### src/rtl/lsu_sequencer.sv
// Load/store sequencer: decodes one memory op, runs a single bus access, returns an extended result or an exception.
// Optional bus watchdog enabled by defining LSU_BUS_TIMEOUT_EN (aborts after TIMEOUT_CYCLES wait cycles).
module lsu_sequencer #(
  parameter int unsigned TIMEOUT_CYCLES = 255
) (
  input  logic        clk_i,
  input  logic        rst_i,
  input  logic        req_valid_i,
  output logic        req_ready_o,
  input  logic [3:0]  mem_op_i,
  input  logic [31:0] addr_i,
  input  logic [31:0] wdata_i,
  output logic        bus_req_o,
  output logic        bus_we_o,
  output logic [31:0] bus_addr_o,
  output logic [3:0]  bus_be_o,
  output logic [31:0] bus_wdata_o,
  input  logic        bus_ack_i,
  input  logic        bus_err_i,
  input  logic [31:0] bus_rdata_i,
  output logic        rsp_valid_o,
  output logic [31:0] rdata_o,
  output logic        exc_o,
  output logic [31:0] exc_cause_o,
  output logic        stall_o
);

  localparam logic [3:0] OP_NOP = 4'd0, OP_LB = 4'd1, OP_LH = 4'd2, OP_LW = 4'd3,
                         OP_LBU = 4'd4, OP_LHU = 4'd5, OP_SB = 4'd6, OP_SH = 4'd7,
                         OP_SW = 4'd8;

  localparam logic [31:0] CAUSE_ILLEGAL = 32'd2, CAUSE_LD_MIS = 32'd4, CAUSE_LD_FLT = 32'd5,
                          CAUSE_ST_MIS = 32'd6, CAUSE_ST_FLT = 32'd7;

  if (TIMEOUT_CYCLES < 1) begin : g_chk
    $error("TIMEOUT_CYCLES must be at least 1");
  end

  typedef enum logic [1:0] {IDLE, BUS, RESP} state_t;

  state_t state, state_nx;

  logic        accept;
  logic        is_load, is_store, bad_op, misal, go_bus;
  logic [3:0]  be_d;
  logic [31:0] wdata_d;
  logic        tmo_hit;

  logic [3:0]  op_q;
  logic [1:0]  off_q;
  logic        we_q;
  logic [3:0]  be_q;
  logic [31:0] addr_q, wdata_q, rdata_q, cause_q;
  logic        exc_q;

  assign accept = req_valid_i && (state == IDLE);

  always_comb begin
    is_load  = (mem_op_i >= OP_LB) && (mem_op_i <= OP_LHU);
    is_store = (mem_op_i >= OP_SB) && (mem_op_i <= OP_SW);
    bad_op   = (mem_op_i > OP_SW);
    misal    = 1'b0;
    be_d     = 4'b0000;
    wdata_d  = wdata_i;
    unique case (mem_op_i)
      OP_LB, OP_LBU, OP_SB: be_d = 4'b0001 << addr_i[1:0];
      OP_LH, OP_LHU, OP_SH: begin
        be_d  = 4'b0011 << addr_i[1:0];
        misal = addr_i[0];
      end
      OP_LW, OP_SW: begin
        be_d  = 4'b1111;
        misal = (addr_i[1:0] != 2'b00);
      end
      default: be_d = 4'b0000;
    endcase
    // Stores replicate narrow data so the byte enables pick the right lane.
    if (mem_op_i == OP_SB) wdata_d = {4{wdata_i[7:0]}};
    else if (mem_op_i == OP_SH) wdata_d = {2{wdata_i[15:0]}};
    go_bus = (is_load || is_store) && !misal;
  end

`ifdef LSU_BUS_TIMEOUT_EN
  localparam int CW = $clog2(TIMEOUT_CYCLES + 1);
  logic [CW-1:0] tmo_cnt;

  always_ff @(posedge clk_i or posedge rst_i) begin
    if (rst_i) tmo_cnt <= '0;
    else if (accept) tmo_cnt <= '0;
    else if ((state == BUS) && !bus_ack_i) tmo_cnt <= tmo_cnt + 1'b1;
  end

  // Abort on the cycle whose missing ack would bring the count to the limit.
  assign tmo_hit = (state == BUS) && !bus_ack_i && (tmo_cnt == CW'(TIMEOUT_CYCLES - 1));
`else
  assign tmo_hit = 1'b0;
`endif

  always_ff @(posedge clk_i or posedge rst_i) begin
    if (rst_i) state <= IDLE;
    else       state <= state_nx;
  end

  always_comb begin
    state_nx = state;
    unique case (state)
      IDLE: if (accept) state_nx = go_bus ? BUS : RESP;
      BUS:  if (bus_ack_i || tmo_hit) state_nx = RESP;
      RESP: state_nx = IDLE;
      default: state_nx = IDLE;
    endcase
  end

  function automatic logic [31:0] load_ext(input logic [3:0] op, input logic [1:0] off,
                                           input logic [31:0] raw);
    logic [31:0] lane;
    lane = raw >> {off, 3'b000};
    unique case (op)
      OP_LB:   return {{24{lane[7]}}, lane[7:0]};
      OP_LBU:  return {24'd0, lane[7:0]};
      OP_LH:   return {{16{lane[15]}}, lane[15:0]};
      OP_LHU:  return {16'd0, lane[15:0]};
      default: return raw;
    endcase
  endfunction

  always_ff @(posedge clk_i or posedge rst_i) begin
    if (rst_i) begin
      op_q    <= OP_NOP;
      off_q   <= 2'b00;
      we_q    <= 1'b0;
      be_q    <= 4'b0000;
      addr_q  <= '0;
      wdata_q <= '0;
      rdata_q <= '0;
      exc_q   <= 1'b0;
      cause_q <= '0;
    end else if (accept) begin
      op_q    <= mem_op_i;
      off_q   <= addr_i[1:0];
      we_q    <= is_store;
      be_q    <= go_bus ? be_d : 4'b0000;
      addr_q  <= {addr_i[31:2], 2'b00};
      wdata_q <= is_store ? wdata_d : 32'd0;
      rdata_q <= '0;
      // Requests that never reach the bus resolve their outcome right here.
      if (bad_op) begin
        exc_q   <= 1'b1;
        cause_q <= CAUSE_ILLEGAL;
      end else if ((is_load || is_store) && misal) begin
        exc_q   <= 1'b1;
        cause_q <= is_load ? CAUSE_LD_MIS : CAUSE_ST_MIS;
      end else begin
        exc_q   <= 1'b0;
        cause_q <= '0;
      end
    end else if ((state == BUS) && (bus_ack_i || tmo_hit)) begin
      if (tmo_hit || bus_err_i) begin
        exc_q   <= 1'b1;
        cause_q <= we_q ? CAUSE_ST_FLT : CAUSE_LD_FLT;
        rdata_q <= '0;
      end else begin
        exc_q   <= 1'b0;
        cause_q <= '0;
        rdata_q <= we_q ? 32'd0 : load_ext(op_q, off_q, bus_rdata_i);
      end
    end
  end

  assign req_ready_o = (state == IDLE);
  assign bus_req_o   = (state == BUS);
  assign bus_we_o    = (state == BUS) && we_q;
  assign bus_be_o    = (state == BUS) ? be_q : 4'b0000;
  assign bus_addr_o  = addr_q;
  assign bus_wdata_o = wdata_q;
  assign rsp_valid_o = (state == RESP);
  assign rdata_o     = rdata_q;
  assign exc_o       = exc_q;
  assign exc_cause_o = cause_q;
  assign stall_o     = !rst_i && ((state == BUS) || ((state == IDLE) && req_valid_i));

endmodule
### config.mk
export PLATFORM = sky130hd
export DESIGN_NAME = lsu_sequencer
export DESIGN_NICKNAME = d
export VERILOG_FILES = /design/src/rtl/lsu_sequencer.sv
export SDC_FILE = /design/constraint.sdc
export NUM_CORES = 1
export LEC_CHECK = 0
export ABC_AREA = 1
export BUFFER_PORTS_ARGS = -buffer_cell sky130_fd_sc_hd__buf_2
export CAP_MARGIN = 20
export CORE_MARGIN = 8
export CORE_UTILIZATION = 49
export DETAILED_ROUTE_END_ITERATION = 10
export HOLD_SLACK_MARGIN = 0.03
export PLACE_DENSITY = 0.84
export REMOVE_ABC_BUFFERS = 1
export SKIP_LAST_GASP = 1
export SYNTH_ARGS = -nofsm -noshare
export SYNTH_HDL_FRONTEND = slang
export SYNTH_SLANG_ARGS = --single-unit
### constraint.sdc
create_clock -name clk_i -period 3.75 [get_ports clk_i]
set_input_delay 0.1875 -clock clk_i [delete_from_list [all_inputs] [get_ports clk_i]]
set_output_delay 0.1875 -clock clk_i [all_outputs]
set_load 0.05 [all_outputs]
==> results of run 1 <==
## layout by cell type (no fill, tap or decap), types with 3 or more instances in the layout
master | Yosys | layout
a21oi_1 | 27 | 27
buf_2 | 5 | 211
buf_4 | 35 | 6
clkbuf_16 | 0 | 9
conb_1 | 1 | 31
dfrtp_1 | 111 | 111
dlygate4sd3_1 | 0 | 18
inv_1 | 56 | 55
inv_2 | 4 | 4
inv_4 | 2 | 3
inv_8 | 0 | 3
nand2_1 | 346 | 346
nand2_4 | 3 | 3
nand3_1 | 11 | 11
nor2_1 | 73 | 73
nor2_4 | 3 | 3
o211ai_1 | 7 | 7
o21ai_0 | 74 | 74
o21ai_1 | 8 | 8
## per-layer routing
layer | wire [µm] | track usage, % | part of all wire, %
met2 | 8550 | 38.4 | 48
met1 | 7040 | 26.5 | 39
met5 | 0 | 0 | 0
met3 | 1960 | 8.51 | 11
met4 | 294 | 6.37 | 1.6
## worst reg2reg max path, stage by stage (launching register included)
cell and delay (ps):
dfrtp_1 430, nor2_2 70, nand2_2 330, inv_2 70
nand2_1 590, inv_1 340, nand2_1 150, nand2_1 60
## flip-flops by register name, summed over array words and instances, names as in the netlist
signal and count:
be_q 4, bus_addr_o 30, bus_wdata_o 32, exc_cause_o 3
exc_o 1, off_q 2, op_q 4, rdata_o 32
state 2, we_q 1
## how the worst max path moves through the flow
stage	startpoint	to	depth (start not counted)
6_report	state[1]	stall_o	5
5_1_grt	state[1]	stall_o	5
3_5_place_dp	mem_op_i[2]	bus_wdata_o[11]	9
3_3_place_gp	mem_op_i[2]	bus_wdata_o[11]	9
4_1_cts	state[1]	stall_o	5
2_1_floorplan	rst_i	be_q[0]	1
## metrics by stage
step | cells | setup slack, ps | util [%] | hold slack [ps]
floorplan | 765 | 625 | - | 297
global placement | 1125 | 1620 | 59.2 | 211
detailed placement | 1125 | 1510 | 59.2 | 222
CTS | 1159 | 1480 | 63.3 | 30.0
global route | 1160 | 1360 | 63.4 | 47.2
finish | 1160 | 1520 | 63.4 | 47.8
## cell families after synthesis
family | after synthesis | synth area share (%)
and+or+nand+nor | 442 | 30.1
DFF | 111 | 47.9
buffers and inverters | 125 | 11.2
AOI/OAI and AO/OA | 119 | 10.7
other | 1 | 0.0646
## power by group
part           total [mW]  switching, mW  internal, mW
clock network       0.954          0.481         0.473
logic                2.69           2.10         0.587
registers            1.75          0.222          1.53
## cell type report
type                    count  area, µm²
clock inverters             7       75.1
diodes                      1       2.50
repair buffers            235       1280
flip-flops and latches    111       2780
inverters                  62        240
multi-input cells         592       2490
well taps                 143        179
clock buffers               9        225
fillers                   988       4200
==> reports/qor.yml, run 1 <==
clock_network:
  clockBufferDepth: 2
  numCtsBuffers: 9
  htreeDepth: 3
  cts_resized: 0
  cts_setup_buffers: 0
  cts.sinks: 111
  clk_latency_ps: 350
  tritoncts: "built"
  clkSlewWorstSetupHoldPaths_ps: 80
  hold_buffers: 18
  cts_root_buffer: "clkbuf_16"
routing:
  firstDrtPassIters: 5
  via_per_inst: 5.01
  wirelength_um: 17800
  drtAntennaViolNets: 0
  vias: 5817
  wire_per_inst_um: 15.4
  drc: 0
  drt_first_iter_violations: 569
worst_setup_path:
  endpoint_kind: "output pin"
  path_cells: "nor2_2, nand2_2, buf_4, a21oi_1, buf_2"
  crit_arrival_ps: 2050
  r2r_cells: 7
  r2r_start: "state[1]"
  critPathKind: "flop to output pin"
  path_max_fanout: 34
  ff2ff_setup_slack_ps: 1610
  crit_path_start_kind: "flop"
  r2r_end: "bus_wdata_o[11]"
  required_ps: 3560
  slowest_delay_ps: 430
  worst-path-buf-inv: 2
  crit_family: "buffers and inverters"
  cp_slowest_cell: "dfrtp_1"
global_route:
  antenna_found_initial: 1
  first_global_vias: 5973
  grt-ovfl-total: 0
  grt_max_degree: 44
  grt_pass1_wl_um: 29600
  grt_usage_pct: 22.8
power_and_ir_drop:
  power_density_nw_per_um2: 742
  total_power_mw: 5.39
  irDropWorstVdd_v: 0.000477
  p_leak_nw: 4.23
synthesis:
  synth-edff-count: 0
  synth_seq_cells: 111
  yosysMostFrequentCell: "nand2_1"
  avgSynthCellArea_um2: 7.27
  seq_area_frac_synth_pct: 47.9
  yosysWarnings: 0
  synth_flop_cell: "dfrtp_1"
  async_flop_share_pct: 100
  ys_top_cells_by_count: "nand2_1, dfrtp_1, o21ai_0, nor2_1, inv_1"
  synth_top_area_share_pct: 47.9
  synthesis.instances: 798
  synth_area_um2: 5800
  synthDistinctLibCells: 27
  synth.area.top_cells: "dfrtp_1, nand2_1, o21ai_0"
  synth_top_area_cell: "dfrtp_1"
floorplan:
  fp.coreArea_um2: 11500
  die_area_um2: 15600
  io_pins: 243
  initial_core_util_pct: 50.6
  die_x_um: 125
  rows: 39
  die_h_um: 125
timing:
  slew_headroom_pct: 48.0
  fin_skew_ps: 8.86
  min_period_ps: 2230
  fin_setup_tns_ps: 0
  fmax_mhz: 448
  slew_violations: 0
  timing.final.crit_share_pct: 59.6
  grt_setup_unrepaired: "false"
  setup_viol: 0
  finalHoldViolCount: 0
  tightest_slew_ps: 779
placed_design:
  dp_hpwl_um: 13200
  placed_area_um2: 6780
  gp_congestion: 0.906
  numPortBuffers: 211
job:
  drv_cap: 0
finish:
  fin_area_um2: 7270
  fin_nets: 1116
  syn2layout_area_growth_pct: 25.3
  drive_gt1_share_pct: 24.7
worst_hold_path:
  hp-class: "input port to flop"
  min_to: "state[0]"
  worstHoldStart: "bus_ack_i"
  whs_path_depth: 2
run_status:
  status: "complete, no violations"
Power figures use the tool's default switching activity.
==> run 2, diff against run 1 <==
--- a/config.mk
+++ b/config.mk
@@ -9,10 +9,10 @@
 export BUFFER_PORTS_ARGS = -buffer_cell sky130_fd_sc_hd__buf_2
 export CAP_MARGIN = 20
 export CORE_MARGIN = 8
-export CORE_UTILIZATION = 49
+export CORE_UTILIZATION = 44
 export DETAILED_ROUTE_END_ITERATION = 10
 export HOLD_SLACK_MARGIN = 0.03
-export PLACE_DENSITY = 0.84
+export PLACE_DENSITY = 0.8
 export REMOVE_ABC_BUFFERS = 1
 export SKIP_LAST_GASP = 1
 export SYNTH_ARGS = -nofsm -noshare
==> constraint.sdc (replaced) <==
create_clock -name clk_i -period 1.8 [get_ports clk_i]
set_input_delay 0.09 -clock clk_i [delete_from_list [all_inputs] [get_ports clk_i]]
set_output_delay 0.09 -clock clk_i [all_outputs]
set_load 0.05 [all_outputs]
==> reports/qor.yml, run 2 (synthesis gave the netlist of run 1 again) <==
clock_network:
  clockBufferDepth: 2
  cts_root_buffer: "clkbuf_16"
  clkSlewWorstSetupHoldPaths_ps: 80
  tritoncts: "built"
  clk_latency_ps: 360
  numCtsBuffers: 9
  cts_setup_buffers: 0
  htreeDepth: 3
  cts.sinks: 111
finish:
  utilization_pct: 58.5
  drive_gt1_share_pct: 24.6
  diodes: 0
  nFillCells: 1209
  layout_common_cells: "nand2_1, buf_2, dfrtp_1"
  final_common_cell: "nand2_1"
  fin_nets: 1150
  syn2layout_area_growth_pct: 31.9
routing:
  firstDrtPassIters: 5
  drt_first_iter_violations: 470
  wirelength_um: 18300
  via_per_inst: 4.77
  vias: 5853
  wire_per_inst_um: 14.9
  drtAntennaViolNets: 0
  drc: 0
power_and_ir_drop:
  swShare_pct: 51.9
  combPwrFrac_pct: 50.1
  p_sw_mw: 5.92
  irDropWorstVdd_v: 0.000893
  power_density_nw_per_um2: 1490
  pwr-share-seq_pct: 31.8
  clkPwrFrac_pct: 18.1
  p_leak_nw: 4.39
  total_power_mw: 11.4
  cellInternalPower_mw: 5.49
floorplan:
  initial_core_util_pct: 44.3
  rows: 42
  die_area_um2: 17100
  die_h_um: 131
  fp.coreArea_um2: 13100
  io_pins: 243
  die_x_um: 131
worst_setup_path:
  endpoint_kind: "output pin"
  crit_path_start_kind: "flop"
  crit_arrival_ps: 1590
  critPathKind: "flop to output pin"
  path_max_fanout: 9
  required_ps: 1710
timing:
  setup_ws_ps: 123
  fmax_mhz: 596
  slew_violations: 0
  min_period_ps: 1680
  finalHoldViolCount: 0
  grt_setup_unrepaired: "false"
  fin_skew_ps: 11.5
  setup_viol: 0
  timing.final.crit_share_pct: 93.1
placed_design:
  numPortBuffers: 211
  place_ws_ps: 217
  dp_hpwl_um: 12800
  gp_congestion: 0.891
global_route:
  grt_max_degree: 74
  grt_pass1_wl_um: 28900
  antenna_found_initial: 1
  grt_usage_pct: 21.4
  first_global_vias: 5950
  grt-ovfl-total: 0
worst_hold_path:
  hp-class: "input port to flop"
run_status:
  status: "complete, no violations"
job:
  drv_cap: 0
==> run 2: layout make-up <==
cell class	instances	area, µm²	area share [%]
clock buffer	9	225	2.94
timing repair buffer	269	1620	21.2
sequential	111	2780	36.3
clock inverter	7	81.3	1.06
tap	176	220	2.88
multi-input combinational	592	2490	32.5
inverter	62	240	3.14
==> run 2: worst max-delay path: stages, from the launching register on <==
cell and delay (ps):
dfrtp_1 430, nor2_2 150, nand2_2 160, a21oi_1 250, buf_4 240
==> run 2: final timing paths <==
path,start,endpoint,slack [ps],cells past startpoint
min,bus_rdata_i[2],rdata_o[2],40,3
min in group asynchronous,rst_i,bus_addr_o[9],380,4
max,state[1],stall_o,120,4
min reg2reg,rdata_o[8],rdata_o[8],480,2
max in group asynchronous,rst_i,bus_wdata_o[23],980,4
max reg2reg,off_q[0],rdata_o[29],190,10
==> run 2: power groups by stage <==
| stage | Sequential, mW | Clock [mW] | Combinational (mW) |
|---|---|---|---|
| floorplan | 5.82 | 0 | 1.93 |
| global placement | 3.64 | 0 | 5.57 |
| detailed placement | 3.64 | 0 | 5.63 |
| CTS | 3.61 | 2.11 | 5.71 |
| global route | 3.71 | 2.20 | 6.16 |
| finish | 3.63 | 2.06 | 5.72 |
==> run 2: layer usage <==
layer	vias to the layer above	track usage [%]	share of wire, %
met5	-	0	0.071
met4	2	8.71	2.5
met3	39	6.57	10
met2	268	35.1	47
met1	2650	25.5	40
li1	2894	-	-
==> run 2: what timing repair did <==
item	4_1_cts	5_1_grt
hold buffers	45	0
hold endpoints to repair	156	0
setup endpoints to repair	0	1
gates resized for setup	0	2
==> run 2: per-stage QoR <==
step / area [µm²] / cells / hold WS [ps] / TNS, ps
after floorplan: 5500 / 765 / 200 / -232520
after global placement: 6890 / 1165 / 240 / 0
after detailed placement: 6890 / 1165 / 239 / 0
after CTS: 7650 / 1226 / 31.3 / 0
after global routing: 7650 / 1226 / 65.8 / 0
final: 7650 / 1226 / 38.4 / 0
==> run 3, diff against run 2 <==
--- a/config.mk
+++ b/config.mk
@@ -9,10 +9,11 @@
 export BUFFER_PORTS_ARGS = -buffer_cell sky130_fd_sc_hd__buf_2
 export CAP_MARGIN = 20
 export CORE_MARGIN = 8
-export CORE_UTILIZATION = 44
+export CORE_UTILIZATION = 45
+export CTS_BUF_LIST = sky130_fd_sc_hd__clkbuf_8
 export DETAILED_ROUTE_END_ITERATION = 10
 export HOLD_SLACK_MARGIN = 0.03
-export PLACE_DENSITY = 0.8
+export PLACE_DENSITY = 0.82
 export REMOVE_ABC_BUFFERS = 1
 export SKIP_LAST_GASP = 1
 export SYNTH_ARGS = -nofsm -noshare
==> reports/qor.yml, run 3 (synthesis gave the netlist of run 1 again) <==
run_status:
  status: "complete, no violations"
worst_hold_path:
  hp-class: "input port to flop"
  whs_path_depth: 5
  min_to: "bus_wdata_o[9]"
  worstHoldStart: "wdata_i[9]"
worst_setup_path:
  critPathLaunch: "state[1]"
  endpoint_kind: "output pin"
  crit_arrival_ps: 1650
  r2r_start: "off_q[0]"
  critPathKind: "flop to output pin"
  r2r_cells: 7
  ff2ff_setup_slack_ps: 160
  r2r_end: "rdata_o[12]"
  crit_path_start_kind: "flop"
  required_ps: 1710
  path_max_fanout: 27
global_route:
  grt-ovfl-total: 0
  antenna_found_initial: 2
  grt_max_degree: 48
  met1_usage_pct: 26.7
  grt_usage_pct: 22.6
  grt_util_met3_pct: 6.78
  grt_busiest_layer: "met2"
  grt_pass1_wl_um: 30200
  met2_usage_pct: 37.7
  first_global_vias: 6185
placed_design:
  placed_area_um2: 6890
  dp.cells: 1160
  dp_hpwl_um: 13000
  gp_congestion: 0.920
  place_ws_ps: 179
  numPortBuffers: 211
floorplan:
  die_area_um2: 16800
  initial_core_util_pct: 46.0
  io_pins: 243
  rows: 41
  die_h_um: 130
  die_x_um: 130
  fp.coreArea_um2: 12600
power_and_ir_drop:
  p_leak_nw: 4.40
  irDropWorstVdd_v: 0.000865
  power_density_nw_per_um2: 1420
  total_power_mw: 10.9
timing:
  fmax_mhz: 576
  hold_ws_ps: 46.9
  slew_headroom_pct: 64.7
  fin_setup_tns_ps: 0
  tightest_slew_ps: 528
  setup_viol: 0
  finalHoldViolCount: 0
  fin_skew_ps: 13.3
  timing.final.crit_share_pct: 96.5
  slew_violations: 0
  grt_setup_unrepaired: "true"
  min_period_ps: 1740
  setup_ws_ps: 63.5
routing:
  drc: 0
  wirelength_um: 18800
  drtAntennaViolNets: 0
  via_per_inst: 4.89
  drt_first_iter_violations: 578
  vias: 6044
  firstDrtPassIters: 5
  wire_per_inst_um: 15.2
finish:
  drive_gt1_share_pct: 24.5
  fin_nets: 1164
  finalNonFillerCells: 1237
  layout_common_cells: "nand2_1, buf_2, dfrtp_1"
  utilization_pct: 61.2
  fin_area_um2: 7720
  final_common_cell: "nand2_1"
  syn2layout_area_growth_pct: 33.0
clock_network:
  numCtsBuffers: 9
  cts.sinks: 111
  cts_setup_buffers: 0
  clockBufferDepth: 2
  tritoncts: "built"
  clk_latency_ps: 390
  cts_root_buffer: "clkbuf_8"
  htreeDepth: 3
  clkSlewWorstSetupHoldPaths_ps: 110
job:
  drv_cap: 0
[run 3: report_power, final]
part | total, mW | internal (mW) | switching, mW
clock | 1.54 | 0.636 | 0.906
sequential | 3.62 | 3.18 | 0.440
combinational | 5.76 | 1.33 | 4.43
total | 10.9 | 5.15 | 5.77
[run 3: worst max-delay path, cell delays in order, from the launching register on]
cell and delay [ps]:
dfrtp_2 460, nor2_4 140, nand2_4 90, buf_8 180, a21oi_1 160, buf_4 220
[run 3: layout make-up]
type | instances | area, µm²
sequential | 111 | 2780
tap | 172 | 215
timing repair buffer | 282 | 1770
fill | 1148 | 4900
inverter | 62 | 240
multi-input combinational | 593 | 2510
clock buffer | 12 | 165
antenna | 1 | 2.50
clock inverter | 4 | 36.3
[run 3: how the worst max path moves through the flow]
stage                            to  cells past startpoint
finish                      stall_o                      5
floorplan           bus_wdata_o[10]                      7
CTS                         stall_o                      5
global placement        rdata_o[12]                      7
detailed placement         off_q[0]                      5
global route                stall_o                      5
[run 3: routing by layer]
layer | share of wire (%) | vias to the layer above
li1 | - | 2926
met1 | 39 | 2775
met2 | 48 | 297
met3 | 11 | 44
met4 | 2.5 | 2
met5 | 0.042 | -
[run 3: repair_timing]
action,4_1_cts,5_1_grt
pin swaps,0,1
hold buffers,59,0
endpoints found under the setup margin,1,23
gates resized for setup,2,6
endpoints found under the hold margin,97,0
cloned,0,1
